`src/rtl/cva5_types.sv`:
```
// Shared types for the return-address stack: checkpoint layout and stack-op encoding.
// RAS_DEPTH sets the pointer/count widths and must equal the stack's DEPTH parameter.
package cva5_types;

    localparam int RAS_DEPTH = 8;
    localparam int RAS_PTR_W = $clog2(RAS_DEPTH);
    localparam int RAS_CNT_W = RAS_PTR_W + 1;

    typedef struct packed {
        logic [RAS_PTR_W-1:0] wr_ptr;
        logic [RAS_CNT_W-1:0] count;
    } ras_checkpoint_t;

    typedef enum logic [1:0] {
        RAS_HOLD,
        RAS_PUSH,
        RAS_POP,
        RAS_REPLACE
    } ras_op_e;

    // A push onto a full stack overwrites the oldest slot, so occupancy stops at DEPTH.
    function automatic logic [RAS_CNT_W-1:0] ras_count_inc(input logic [RAS_CNT_W-1:0] cnt);
        return (cnt == RAS_CNT_W'(RAS_DEPTH)) ? cnt : cnt + RAS_CNT_W'(1);
    endfunction

endpackage

```
`src/rtl/ras_checkpoint_fifo.sv`:
```
// In-order queue of stack-pointer checkpoints, one per in-flight predicted branch.
// A push into a full queue is accepted only when a pop frees a slot in the same cycle.
module ras_checkpoint_fifo
    import cva5_types::*;
#(
    parameter int CKPT_DEPTH = 4
) (
    input  logic            clk,
    input  logic            rst,
    input  logic            push,
    input  logic            pop,
    input  logic            clear,
    input  ras_checkpoint_t data_in,
    output ras_checkpoint_t data_out,
    output logic            empty,
    output logic            full
);
    localparam int IDX_W = $clog2(CKPT_DEPTH);
    localparam logic [IDX_W:0]   OCC_FULL = (IDX_W+1)'(CKPT_DEPTH);
    localparam logic [IDX_W:0]   OCC_ONE  = (IDX_W+1)'(1);
    localparam logic [IDX_W-1:0] IDX_ONE  = IDX_W'(1);

    ras_checkpoint_t entries [CKPT_DEPTH];

    logic [IDX_W-1:0] head_q, head_d;
    logic [IDX_W-1:0] tail_q, tail_d;
    logic [IDX_W:0]   occ_q, occ_d;
    logic             do_push, do_pop;

    assign empty    = (occ_q == '0);
    assign full     = (occ_q == OCC_FULL);
    assign do_pop   = pop && !empty && !clear;
    assign do_push  = push && (!full || do_pop) && !clear;
    assign data_out = entries[head_q];

    always_comb begin
        head_d = head_q;
        tail_d = tail_q;
        occ_d  = occ_q;
        if (clear) begin
            head_d = '0;
            tail_d = '0;
            occ_d  = '0;
        end else begin
            if (do_push) tail_d = tail_q + IDX_ONE;
            if (do_pop)  head_d = head_q + IDX_ONE;
            if (do_push && !do_pop)      occ_d = occ_q + OCC_ONE;
            else if (do_pop && !do_push) occ_d = occ_q - OCC_ONE;
        end
    end

    always_ff @(posedge clk or negedge rst) begin
        if (!rst) begin
            head_q <= '0;
            tail_q <= '0;
            occ_q  <= '0;
        end else begin
            head_q <= head_d;
            tail_q <= tail_d;
            occ_q  <= occ_d;
        end
    end

    always_ff @(posedge clk) begin
        if (do_push) entries[tail_q] <= data_in;
    end

endmodule

```
`src/rtl/return_address_stack.sv`:
```
// Speculative return-address stack with circular overwrite on overflow.
// Define RAS_RECOVERY_EN to build the checkpoint queue that restores the pointer on early flush.
module return_address_stack
    import cva5_types::*;
#(
    parameter int DEPTH      = RAS_DEPTH,
    parameter int ADDR_W     = 32,
    parameter int CKPT_DEPTH = 4
) (
    input  logic              clk,
    input  logic              rst,
    input  logic              push,
    input  logic              pop,
    input  logic [ADDR_W-1:0] new_addr,
    output logic [ADDR_W-1:0] addr,
    output logic              valid,
    input  logic              branch_fetched,
    input  logic              branch_retired,
    input  logic              early_branch_flush,
    output logic              ckpt_full
);
    localparam logic [RAS_PTR_W-1:0] PTR_ONE = RAS_PTR_W'(1);
    localparam logic [RAS_CNT_W-1:0] CNT_ONE = RAS_CNT_W'(1);

    logic [ADDR_W-1:0]    stack_mem [DEPTH];
    logic [RAS_PTR_W-1:0] wr_ptr_q, wr_ptr_d;
    logic [RAS_CNT_W-1:0] count_q, count_d;
    logic [RAS_PTR_W-1:0] top_ptr, upd_ptr, mem_waddr;
    logic [RAS_CNT_W-1:0] upd_count;
    logic                 mem_we;
    ras_op_e              op;
    logic                 restore_en;
    ras_checkpoint_t      restore_val;

    assign top_ptr = wr_ptr_q - PTR_ONE;
    assign addr    = stack_mem[top_ptr];
    assign valid   = (count_q != '0);

    // A flush cycle discards the fetch-side push/pop; popping an empty stack is a no-op.
    always_comb begin
        op = RAS_HOLD;
        if (!early_branch_flush) begin
            if (push && pop)    op = RAS_REPLACE;
            else if (push)      op = RAS_PUSH;
            else if (pop && valid) op = RAS_POP;
        end
    end

    always_comb begin
        upd_ptr   = wr_ptr_q;
        upd_count = count_q;
        mem_we    = 1'b0;
        mem_waddr = wr_ptr_q;
        unique case (op)
            RAS_HOLD: ;
            RAS_PUSH: begin
                mem_we    = 1'b1;
                upd_ptr   = wr_ptr_q + PTR_ONE;
                upd_count = ras_count_inc(count_q);
            end
            RAS_POP: begin
                upd_ptr   = top_ptr;
                upd_count = count_q - CNT_ONE;
            end
            RAS_REPLACE: begin
                mem_we    = 1'b1;
                mem_waddr = top_ptr;
                if (!valid) upd_count = CNT_ONE;
            end
        endcase
    end

    always_comb begin
        wr_ptr_d = upd_ptr;
        count_d  = upd_count;
        if (restore_en) begin
            wr_ptr_d = restore_val.wr_ptr;
            count_d  = restore_val.count;
        end
    end

`ifdef RAS_RECOVERY_EN
    ras_checkpoint_t ckpt_snap;
    logic            ckpt_push, ckpt_pop, ckpt_empty;

    // Snapshot reflects this cycle's push/pop so a restore lands just after the branch.
    assign ckpt_snap  = '{wr_ptr: upd_ptr, count: upd_count};
    assign ckpt_push  = branch_fetched && !early_branch_flush;
    assign ckpt_pop   = branch_retired && !early_branch_flush;
    assign restore_en = early_branch_flush && !ckpt_empty;

    ras_checkpoint_fifo #(
        .CKPT_DEPTH(CKPT_DEPTH)
    ) u_ckpt_fifo (
        .clk      (clk),
        .rst      (rst),
        .push     (ckpt_push),
        .pop      (ckpt_pop),
        .clear    (early_branch_flush),
        .data_in  (ckpt_snap),
        .data_out (restore_val),
        .empty    (ckpt_empty),
        .full     (ckpt_full)
    );
`else
    localparam int unused_ckpt_depth = CKPT_DEPTH;
    logic unused_branch;

    assign unused_branch = branch_fetched ^ branch_retired;
    assign restore_en    = 1'b0;
    assign restore_val   = '0;
    assign ckpt_full     = 1'b0;
`endif

    always_ff @(posedge clk or negedge rst) begin
        if (!rst) begin
            wr_ptr_q <= '0;
            count_q  <= '0;
        end else begin
            wr_ptr_q <= wr_ptr_d;
            count_q  <= count_d;
        end
    end

    always_ff @(posedge clk) begin
        if (mem_we) stack_mem[mem_waddr] <= new_addr;
    end

endmodule

```
`config.mk`:
```
export PLATFORM = sky130hd
export DESIGN_NAME = return_address_stack
export DESIGN_NICKNAME = d
export VERILOG_FILES = /design/src/rtl/cva5_types.sv /design/src/rtl/ras_checkpoint_fifo.sv /design/src/rtl/return_address_stack.sv
export SDC_FILE = /design/constraint.sdc
export NUM_CORES = 1
export LEC_CHECK = 0
export ABC_AREA = 1
export CAP_MARGIN = 20
export CORE_MARGIN = 2
export CORE_UTILIZATION = 55
export CTS_BUF_LIST = sky130_fd_sc_hd__clkbuf_4 sky130_fd_sc_hd__clkbuf_8
export DETAILED_ROUTE_END_ITERATION = 8
export PLACE_DENSITY = 0.75
export RECOVER_POWER = 50
export SETUP_SLACK_MARGIN = 0.2
export SLEW_MARGIN = 20
export SYNTH_ARGS = -nofsm -noshare
export SYNTH_HDL_FRONTEND = slang
export SYNTH_SLANG_ARGS = --single-unit
```
`constraint.sdc`:
```
create_clock -name clk -period 4.58 [get_ports clk]
set_input_delay 0.916 -clock clk [delete_from_list [all_inputs] [get_ports clk]]
set_output_delay 0.916 -clock clk [all_outputs]
set_load 0.05 [all_outputs]
```
==> impl_metrics.py <==
metrics = {
    "yosys": {
        "yosys_warnings": 0,
        "synth_cell_types": 28,
        "postSynthAreaPerCell_sq_um": 12.9,
        "synth_nets": 869,
        "synthCells": 822,
        "ys_seq_elements": 263,
        "synth_area_sq_um": 10600,
        "ys_seq_area_frac": 0.742,
    },
    "layout": {
        "layout-drive-gt1-share": 0.140,
        "area_delta_synth_final_pct": 19.1,
        "mostFrequentLayoutCells": "edfxtp_1, nor2_1, nand2_1",
        "antennaDiodeCount": 0,
        "final_nets": 948,
        "final_common_cell": "edfxtp_1",
    },
    "sta": {
        "worstMarginPinSlew_ps": 1260,
        "fin_crit_sh": 0.901,
        "relSlewSlack": 0.155,
        "rsz0062_at_grt": "no",
        "finalMaxSlewViolations": 0,
        "setup_violations": 0,
        "max_freq_mhz": 242,
        "tns_ps": 0,
        "final-hold-violation-count": 0,
        "fin_skew_ps": 17.7,
        "min_period_ps": 4130,
    },
    "worst_setup_path": {
        "path_cells": "inv_4 > buf_4 > buf_6 > nor2_1 > o22ai_1 > nand2_1 > nand2_1 > buf_12",
        "worstSetupPathType": "reg2out",
        "timing.critical_path.mode_cell": "nand2_1",
        "cp_top_family": "buffers and inverters",
        "cp.required_ps": 3660,
        "cp-start-kind": "flop",
        "critPathSlowestCell": "dfrtp_4",
        "cp.arrival_ps": 3210,
        "path_max_fanout": 67,
        "critPathMaxStageDelay_ps": 640,
        "crit_path_end_kind": "primary output",
        "path_buf_inv": 4,
    },
    "grt": {
        "antenna_found_initial": 0,
        "grt_use_met3": 0.0436,
        "met1_usage": 0.294,
        "grt_use_met2": 0.356,
        "grt_pass1_vias": 6555,
        "grt_use_total": 0.216,
        "grt.overflow.total": 0,
        "grt_pass1_wl_mm": 33.6,
        "grt_most_used_layer": "met2",
        "grt_max_degree": 98,
    },
    "clock_tree": {
        "cts_max_level": 2,
        "path_clk_slew_ps": 60,
        "cts_setup_buffers": 0,
        "cts_sinks": 263,
        "numCtsBuffers": 41,
        "cts_tree": "built",
        "clockRootBuffer": "clkbuf_8",
        "clk_path_buf_depth": 3,
        "worstSkewPairLatency_ps": 540,
    },
    "placed_design": {
        "dp_hpwl_mm": 11.6,
        "gp_congestion": 0.789,
        "numPortBuffers": 69,
    },
    "floorplan": {
        "dieWidth_microns": 143,
        "die-area_sq_um": 20400,
        "io_pins": 73,
        "core_sq_um": 18800,
        "die_y_microns": 143,
        "start_util": 0.563,
        "rows": 50,
    },
    "worst_hold_path": {
        "hold_class": "reg2reg",
    },
    "route": {
        "dr.pass1.iters": 6,
        "routed_wl_mm": 21.6,
        "route.detailed.drc": 0,
        "dr.first_iter.drc_count": 552,
        "ant_nets": 0,
        "num_vias": 6636,
        "viasPerCell": 5.58,
        "post_drt_wl_per_cell_microns": 18.1,
    },
    "outcome": {
        "outcome": "complete, no violations",
    },
    "run": {
        "maxCapViolations": 0,
    },
}
final timing paths:
kind                                                   to                    start  cells past startpoint  slack, ps
worst max-delay path                              addr[6]  wr_ptr_q[0]$_DFFE_PN0P_                      8        450
worst min-delay path               count_q[2]$_DFFE_PN0P_   count_q[2]$_DFFE_PN0P_                      2        550
worst min register to register     count_q[2]$_DFFE_PN0P_   count_q[2]$_DFFE_PN0P_                      2        550
max in group asynchronous         wr_ptr_q[0]$_DFFE_PN0P_                      rst                      1       3590
worst max register to register  stack_mem[3][3]$_DFFE_PP_  wr_ptr_q[0]$_DFFE_PN0P_                      5        870
min in group asynchronous         wr_ptr_q[1]$_DFFE_PN0P_                      rst                      1        710
metal layers:
| layer | vias up | routed length, microns |
|---|---|---|
| met2 | 240 | 10700 |
| met5 | - | 0 |
| met4 | 0 | 370 |
| met1 | 3223 | 9100 |
| li1 | 3138 | - |
| met3 | 35 | 1440 |
logic make-up after synthesis:
| family | count (synthesis) | synth area share |
|---|---|---|
| AOI/OAI and AO/OA | 202 | 0.107 |
| xor gates and xnor gates | 5 | 0.00484 |
| adders and majority gates | 8 | 0.0102 |
| buffers and inverters | 65 | 0.0361 |
| DFF | 263 | 0.742 |
| other | 1 | 0.000354 |
| and+or+nand+nor | 278 | 0.0998 |
tightest hold or removal path: cells and delay by family (launching register included):
kind,cells,cell delay [ps]
flops,1,400
simple gates,2,130
synthesized netlist by cell type (all sizes together):
cell type    n  area share
xnor2        5      0.0048
buf         34       0.025
nand3b       1     0.00071
nor2       148       0.052
nand2      123       0.044
o22ai       64       0.038
clkbuf      15      0.0053
o21ai      133       0.066
ha           7      0.0083
nand3        4      0.0019
conb         1     0.00035
edfxtp     256        0.73
a21boi       1     0.00071
dfrtp        7       0.017
fa           1      0.0019
inv         16      0.0059
or2          2      0.0012
a21oi        4      0.0019
state kept, by name (all words and copies together), names as in the netlist:
signal,count
stack_mem,256
wr_ptr_q,3
count_q,4
final cells by class:
class / instances / area (sq um)
Multi-Input combinational cell: 494 / 2410
Tap cell: 260 / 325
Inverter: 16 / 62.6
Sequential cell: 263 / 7870
Clock buffer: 52 / 659
Timing Repair Buffer: 85 / 1210
Clock inverter: 19 / 82.6
Fill cell: 1283 / 6210
per-stage QoR:
step / util / std cells / cell area, sq um / setup WS, ps / hold WS (ps)
2_1_floorplan: - / 822 / 10600 / 811 / 497
5_1_grt: 0.670 / 1189 / 12600 / 330 / 601
4_1_cts: 0.671 / 1189 / 12600 / 272 / 548
3_5_place_dp: 0.631 / 1118 / 11900 / 738 / 534
3_3_place_gp: 0.631 / 1118 / 11900 / 844 / 535
6_report: 0.670 / 1189 / 12600 / 455 / 550
timing repair:
item	4_1_cts	5_1_grt
hold buffers	0	0
gates resized for setup	0	1
endpoints found under the hold margin	0	0
endpoints found under the setup margin	0	7
Power is not shown: default switching activity piles up to over one toggle a cycle in this logic, so the estimate is an artifact.
